[src/rtl/connect4_pkg.sv]
`timescale 1ns/1ps
`default_nettype none
// ============================================================================
// Module   : connect4_pkg
// Brief    : Shared types and constants for the 4x4 Connect-4 turn controller
//            (FSM encoding, board geometry, winner codes, column decoder).
// Revision : 1.0 - initial release
// ============================================================================
package connect4_pkg;

  localparam int ROWS  = 4;
  localparam int COLS  = 4;
  localparam int CELLS = ROWS * COLS;

  typedef enum logic [2:0] {
    ST_IDLE  = 3'd0,
    ST_CHECK = 3'd1,
    ST_DROP  = 3'd2,
    ST_EVAL  = 3'd3,
    ST_OVER  = 3'd4
  } state_e;

  localparam logic [1:0] WIN_NONE = 2'b00;
  localparam logic [1:0] WIN_P0   = 2'b01;
  localparam logic [1:0] WIN_P1   = 2'b10;
  localparam logic [1:0] WIN_DRAW = 2'b11;

  typedef struct packed {
    logic       valid;
    logic [1:0] idx;
  } col_dec_t;

  // Active-low one-hot column select; anything other than a single zero is invalid.
  function automatic col_dec_t decode_column(input logic [COLS-1:0] sel);
    col_dec_t d;
    d.valid = 1'b1;
    d.idx   = 2'd0;
    case (sel)
      4'b1110: d.idx = 2'd0;
      4'b1101: d.idx = 2'd1;
      4'b1011: d.idx = 2'd2;
      4'b0111: d.idx = 2'd3;
      default: d.valid = 1'b0;
    endcase
    return d;
  endfunction

endpackage
`default_nettype wire

[src/rtl/connect4_win_checker.sv]
`timescale 1ns/1ps
`default_nettype none
// ============================================================================
// Module   : connect4_win_checker
// Brief    : Combinational four-in-a-line detector over one player's cell mask
//            (4 rows, 4 columns, 2 diagonals).
// Revision : 1.0 - initial release
// ============================================================================
module connect4_win_checker
  import connect4_pkg::*;
(
  input  logic [CELLS-1:0] player_mask,
  output logic             win
);

  localparam int NLINES = 10;

  // Bit n of a mask is cell n = row*4+col, row 0 at the bottom.
  localparam logic [NLINES-1:0][CELLS-1:0] LINE_MASKS = {
    16'h1248,  // anti-diagonal: cells 3,6,9,12
    16'h8421,  // diagonal: cells 0,5,10,15
    16'h8888,  // column 3
    16'h4444,  // column 2
    16'h2222,  // column 1
    16'h1111,  // column 0
    16'hF000,  // row 3
    16'h0F00,  // row 2
    16'h00F0,  // row 1
    16'h000F   // row 0
  };

  logic [NLINES-1:0] line_hit;

  for (genvar i = 0; i < NLINES; i++) begin : g_line
    assign line_hit[i] = ((player_mask & LINE_MASKS[i]) == LINE_MASKS[i]);
  end

  assign win = |line_hit;

endmodule
`default_nettype wire

[src/rtl/connect4_turn_controller.sv]
`timescale 1ns/1ps
`default_nettype none
// ============================================================================
// Module   : connect4_turn_controller
// Brief    : Turn sequencing for a 4x4 Connect-4 board: accepts a column move,
//            drops the piece, animates for DROP_CYCLES, evaluates win/draw and
//            hands the turn over.
// Revision : 1.0 - initial release
// ============================================================================
module connect4_turn_controller
  import connect4_pkg::*;
#(
  parameter int DROP_CYCLES = 4
) (
  input  logic             clk,
  input  logic             rst_n,
  input  logic             new_game,
  input  logic             move_valid,
  input  logic [COLS-1:0]  selected_column,
  output logic             move_ready,
  output logic             current_player,
  output logic             cell_we,
  output logic [3:0]       cell_addr,
  output logic             cell_player,
  output logic             invalid_column,
  output logic             game_over,
  output logic [1:0]       winner,
  output logic [CELLS-1:0] board_occ,
  output logic [CELLS-1:0] board_owner
);

  state_e                  state_q, state_d;
  logic                    player_q, player_d;
  logic [COLS-1:0]         col_q, col_d;
  logic [COLS-1:0][2:0]    fill_q, fill_d;
  logic [CELLS-1:0]        occ_q, occ_d;
  logic [CELLS-1:0]        own_q, own_d;
  logic [1:0]              winner_q, winner_d;
  logic [3:0]              drop_cnt_q, drop_cnt_d;

  col_dec_t                dec;
  logic [2:0]              fill_sel;
  logic                    move_ok;
  logic [3:0]              wr_addr;
  logic [CELLS-1:0]        player_mask;
  logic                    line_win;

  // Decode the captured column and locate the landing cell.
  assign dec         = decode_column(col_q);
  assign fill_sel    = fill_q[dec.idx];
  assign move_ok     = dec.valid && (fill_sel != 3'(ROWS));
  assign wr_addr     = {fill_sel[1:0], dec.idx};
  assign player_mask = occ_q & (player_q ? own_q : ~own_q);

  connect4_win_checker u_win_checker (
    .player_mask (player_mask),
    .win         (line_win)
  );

  // State register; reset aborts any move in flight with no board update.
  always_ff @(posedge clk or negedge rst_n) begin
    if (!rst_n) begin
      state_q    <= ST_IDLE;
      player_q   <= 1'b0;
      col_q      <= '0;
      fill_q     <= '0;
      occ_q      <= '0;
      own_q      <= '0;
      winner_q   <= WIN_NONE;
      drop_cnt_q <= '0;
    end else begin
      state_q    <= state_d;
      player_q   <= player_d;
      col_q      <= col_d;
      fill_q     <= fill_d;
      occ_q      <= occ_d;
      own_q      <= own_d;
      winner_q   <= winner_d;
      drop_cnt_q <= drop_cnt_d;
    end
  end

  // Next-state logic and per-cycle strobes; new_game overrides everything.
  always_comb begin
    state_d        = state_q;
    player_d       = player_q;
    col_d          = col_q;
    fill_d         = fill_q;
    occ_d          = occ_q;
    own_d          = own_q;
    winner_d       = winner_q;
    drop_cnt_d     = drop_cnt_q;
    cell_we        = 1'b0;
    cell_addr      = '0;
    cell_player    = 1'b0;
    invalid_column = 1'b0;

    case (state_q)
      ST_IDLE: begin
        if (move_valid) begin
          // The column is latched here and never looked at again.
          col_d   = selected_column;
          state_d = ST_CHECK;
        end
      end

      ST_CHECK: begin
        if (move_ok) begin
          cell_we             = 1'b1;
          cell_addr           = wr_addr;
          cell_player         = player_q;
          occ_d[wr_addr]      = 1'b1;
          own_d[wr_addr]      = player_q;
          fill_d[dec.idx]     = fill_sel + 3'd1;
          drop_cnt_d          = '0;
          state_d             = ST_DROP;
        end else begin
          invalid_column = 1'b1;
          state_d        = ST_IDLE;
        end
      end

      ST_DROP: begin
        if (drop_cnt_q == 4'(DROP_CYCLES - 1)) begin
          state_d = ST_EVAL;
        end else begin
          drop_cnt_d = drop_cnt_q + 4'd1;
        end
      end

      ST_EVAL: begin
        if (line_win) begin
          winner_d = player_q ? WIN_P1 : WIN_P0;
          state_d  = ST_OVER;
        end else if (&occ_q) begin
          winner_d = WIN_DRAW;
          state_d  = ST_OVER;
        end else begin
          player_d = ~player_q;
          state_d  = ST_IDLE;
        end
      end

      ST_OVER: begin
        // Frozen until new_game or reset.
      end

      default: begin
        state_d = ST_IDLE;
      end
    endcase

    if (new_game) begin
      // The board is about to be wiped, so no write or reject is announced.
      cell_we        = 1'b0;
      cell_addr      = '0;
      cell_player    = 1'b0;
      invalid_column = 1'b0;
      state_d        = ST_IDLE;
      player_d       = 1'b0;
      col_d          = '0;
      fill_d         = '0;
      occ_d          = '0;
      own_d          = '0;
      winner_d       = WIN_NONE;
      drop_cnt_d     = '0;
    end
  end

  assign move_ready     = (state_q == ST_IDLE);
  assign game_over      = (state_q == ST_OVER);
  assign current_player = player_q;
  assign winner         = winner_q;
  assign board_occ      = occ_q;
  assign board_owner    = own_q;

endmodule
`default_nettype wire

[config.mk]
export PLATFORM = sky130hd
export DESIGN_NAME = connect4_turn_controller
export DESIGN_NICKNAME = d
export VERILOG_FILES = /design/src/rtl/connect4_pkg.sv /design/src/rtl/connect4_win_checker.sv /design/src/rtl/connect4_turn_controller.sv
export SDC_FILE = /design/constraint.sdc
export NUM_CORES = 1
export LEC_CHECK = 0
export CAP_MARGIN = 15
export CELL_PAD_IN_SITES_DETAIL_PLACEMENT = 1
export CELL_PAD_IN_SITES_GLOBAL_PLACEMENT = 1
export CORE_UTILIZATION = 41
export CTS_CLUSTER_DIAMETER = 100
export DETAILED_ROUTE_END_ITERATION = 6
export GPL_TIMING_DRIVEN = 0
export PLACE_DENSITY_LB_ADDON = 0.1
export SLEW_MARGIN = 20
export SYNTH_ARGS = -nofsm -noshare
export SYNTH_HDL_FRONTEND = slang
export SYNTH_HIERARCHICAL = 1
export SYNTH_SLANG_ARGS = --single-unit
[constraint.sdc]
create_clock -name clk -period 3.4 [get_ports clk]
set_input_delay 0.51 -clock clk [delete_from_list [all_inputs] [get_ports clk]]
set_output_delay 0.51 -clock clk [all_outputs]
set_load 0.05 [all_outputs]
==> parameters.txt <==
Parameter                              Value

Clock tree
  CTS tree ... yes
  TritonCTS Buffers ... 9
  Root buf cell ... sky130_fd_sc_hd__clkbuf_8
  Maximum clock path buffer count ... 2
  Clock transition at the registers of the reported paths ... 0.07 ns
  Clock latency at the later pin of the worst-skew pair ... 0.34 ns
  Clock sink count ... 58
  H-tree lvl count ... 3
  Cts hold-fix bufs ... 0

STA
  Tmin final ... 3.271 ns
  Worst Skew ... 0.009719 ns
  Relative slew margins ... 53.33%
  Number of hold violations in the final report ... 0
  Number of failing setup endpoints in the final timing report ... 0
  Ratio of final minimum period to clock period ... 96.21%
  Tightest Pin Transition ... 0.7000 ns
  Unrepaired setup endpoints after global routing ... false
  Count of final max-slew check failures ... 0
  Hold slack ... 0.07014 ns
  Max frequency ... 305.7 MHz

Route
  Number of detailed-routing iterations run before antenna repair ... 4
  Antenna-violating nets left ... 0
  DRC viols ... 0
  Average detailed-routed wire length per instance ... 17.99 um
  Number of DRC violations after detailed-routing iteration 0 ... 99
  Routed vias ... 2949
  Total wire length ... 9428 um
  Avg Vias per Cell ... 5.628

Final layout
  Share of post-route cells with drive strength above 1 ... 14.22%
  Nets ... 431
  Count of inserted antenna diode cells ... 0
  Syn-to-layout area delta ... 29.47%

Power and ir drop
  Leakage ... 0.001960 uW
  Worst supply voltage drop on vdd ... 0.1798 mV
  Power density of the placed cells ... 339.7 nW/um^2
  Power after layout ... 1434 uW

Placement
  Hpwl dp ... 6740 um
  Port Buffer Count ... 50
  RD Place Congestion ... 0.8406

GRT
  Maximum number of pins on one net before global-route repair ... 35
  Global-route wire length before repair ... 15470 um
  Via count of the first global-routing pass ... 2986
  Antenna violations before repair ... 0
  Total routing resource utilization after global routing ... 24.32%
  Remaining global-route overflow ... 0

Synth
  Mean cell area of the mapped netlist ... 9.397 um^2
  Share of the yosys chip area belonging to registers ... 44.51%
  Netlist cell types ... 48
  Flops & latches, synth ... 58
  Most frequently used flop master after synthesis ... sky130_fd_sc_hd__dfrtp_1
  Nets in the synthesized netlist ... 360
  Fraction of synthesis flops using an asynchronous set or reset pin ... 100.0%
  Post-Synthesis Cell Area ... 3261 um^2
  Syn. warnings ... 6
  Number of standard cells after synthesis ... 347
  Number of synthesized flops with an enable pin ... 0

Setup path
  Crit start category ... register
  Worst setup path category ... reg2out
  CP Max Fanout ... 10
  Worst path arrival time ... 2.76 ns
  Critical path data required time ... 2.89 ns
  Element type at the critical path end ... primary output

Floorplanning
  Number of I/O pins ... 52
  Die footprint ... 8314 um^2
  Die W ... 91.18 um
  Initial core utilization ... 42.20%
  Row Count ... 32
  Die Span Y ... 91.18 um
  Area of the core region ... 7727 um^2

Status
  Status ... complete, no violations

Job
  Max_cap viols ... 0

Min path
  Classification of the worst-slack hold path ... in2async
flip-flops by register name, summed over array words and instances (netlist names):
signal,flops
col_q,4
board_owner,16
state_q,3
board_occ,16
fill_q,12
current_player,1
winner,2
drop_cnt_q,4
synth_stat cells, types with 3 or more instances:
| master | n | area share [%] |
|---|---|---|
| sky130_fd_sc_hd__a211oi_1 | 4 | 0.92 |
| sky130_fd_sc_hd__a21oi_1 | 34 | 5.2 |
| sky130_fd_sc_hd__a311oi_1 | 8 | 2.1 |
| sky130_fd_sc_hd__a31oi_1 | 3 | 0.58 |
| sky130_fd_sc_hd__and4b_1 | 3 | 0.92 |
| sky130_fd_sc_hd__buf_2 | 7 | 1.1 |
| sky130_fd_sc_hd__clkbuf_1 | 11 | 1.3 |
| sky130_fd_sc_hd__dfrtp_1 | 58 | 45 |
| sky130_fd_sc_hd__ha_1 | 5 | 1.9 |
| sky130_fd_sc_hd__inv_1 | 27 | 3.1 |
| sky130_fd_sc_hd__mux2i_1 | 21 | 6.4 |
| sky130_fd_sc_hd__nand2_1 | 9 | 1.0 |
| sky130_fd_sc_hd__nand2b_1 | 18 | 3.5 |
| sky130_fd_sc_hd__nand3_1 | 26 | 4.0 |
| sky130_fd_sc_hd__nand3b_1 | 5 | 1.2 |
| sky130_fd_sc_hd__nand4_1 | 11 | 2.1 |
| sky130_fd_sc_hd__nor2_1 | 27 | 3.1 |
| sky130_fd_sc_hd__nor3_1 | 5 | 0.77 |
| sky130_fd_sc_hd__nor3b_1 | 5 | 1.2 |
| sky130_fd_sc_hd__o21ai_0 | 3 | 0.46 |
| sky130_fd_sc_hd__o31ai_1 | 3 | 0.69 |
| sky130_fd_sc_hd__xor2_1 | 16 | 4.3 |
cell usage in the layout, fill, tap and decap left out, drive strengths merged, types with 5 or more instances in the layout:
master / n
a211oi: 5
a21oi: 34
a311oi: 8
buf: 31
clkbuf: 22
clkdlybuf4s50: 42
dfrtp: 58
ha: 5
inv: 27
mux2i: 21
nand2: 9
nand2b: 19
nand3: 26
nand3b: 5
nand4: 11
nor2: 29
nor3: 5
nor3b: 5
o21ai: 5
xor2: 16
what timing repair did:
item	4_1_cts	5_1_grt
setup buffers	4	5
gates resized for setup	42	11
endpoints found under the setup margin	7	7
pin swaps	2	2
layout make-up:
class | count | area [um^2]
fillers | 903 | 3506
multi-input cells | 238 | 1654
flip-flops and latches | 58 | 1453
repair buffers | 60 | 568.0
clock buffers | 12 | 145.1
plain buffers | 24 | 132.6
well taps | 102 | 127.6
inverters | 27 | 101.3
clock inverters | 3 | 40.04
cell families (layout without fill, tap and decap cells):
| family | after synthesis | in the layout | synth area share [%] |
|---|---|---|---|
| flip-flops | 58 | 58 | 44.51 |
| AO/OA/AOI/OAI | 69 | 69 | 13.81 |
| adder cells (fa/ha/maj) | 5 | 5 | 1.919 |
| multiplexers | 21 | 21 | 6.447 |
| XOR/XNOR | 18 | 18 | 4.835 |
| AND/OR/NAND/NOR | 125 | 125 | 21.64 |
| buffers and inverters | 51 | 126 | 6.830 |
report_power, final:
part / total [uW] / internal [uW] / switching, uW / leakage [uW]
Combinational: 103 / 37.8 / 64.8 / 0.00106
Sequential: 698 / 694 / 4.40 / 0.000806
Clock: 633 / 353 / 280 / 0.0000962
Total: 1430 / 1080 / 350 / 0.00196
metrics by stage:
stage / utilization (%) / instance area [um^2] / TNS, ns / worst slack [ns] / cells
CTS: 53.79 / 4156 / 0 / 0.001116 / 519
detailed placement: 50.74 / 3921 / -3.921 / -0.7954 / 500
global route: 54.63 / 4222 / 0 / 0.01517 / 524
global placement: 50.52 / 3904 / -14.87 / -0.7585 / 499
finish: 54.63 / 4222 / 0 / 0.1290 / 524
floorplan: - / 3276 / 0 / 0.02956 / 347
worst max-delay path, cell delays in order (launching register included):
cell and delay [ns]:
sky130_fd_sc_hd__dfrtp_1 0.43, sky130_fd_sc_hd__xnor2_2 0.17, sky130_fd_sc_hd__a211o_4 0.37, sky130_fd_sc_hd__a221oi_4 0.33, sky130_fd_sc_hd__ha_2 0.24, sky130_fd_sc_hd__o21ai_2 0.08
sky130_fd_sc_hd__a211o_1 0.24, sky130_fd_sc_hd__buf_6 0.15, sky130_fd_sc_hd__nand2b_4 0.11, sky130_fd_sc_hd__nor3_1 0.08, sky130_fd_sc_hd__buf_4 0.23
metal layers:
metal	track usage (%)	vias up	wire length [um]
met5	0	-	0
met4	11.90	0	240
met3	3.434	17	360
met2	40.78	72	4686
met1	30.77	1487	4141
li1	-	1373	-
final timing paths:
check / from / endpoint / slack [ns] / cells past startpoint
max: col_q[2]$_DFFE_PN0P_ / cell_addr[3] / 0.13 / 10
min: rst_n / board_occ[11]$_DFFE_PN0P_ / 0.07 / 1
max reg2reg: current_player$_DFFE_PN0P_ / current_player$_DFFE_PN0P_ / 0.53 / 10
min reg2reg: drop_cnt_q[3]$_DFFE_PN0P_ / drop_cnt_q[3]$_DFFE_PN0P_ / 0.49 / 1
max in group asynchronous: rst_n / winner[0]$_DFFE_PN0P_ / 2.82 / 2
min in group clk: drop_cnt_q[3]$_DFFE_PN0P_ / drop_cnt_q[3]$_DFFE_PN0P_ / 0.49 / 1
Power figures use the tool's default switching activity.
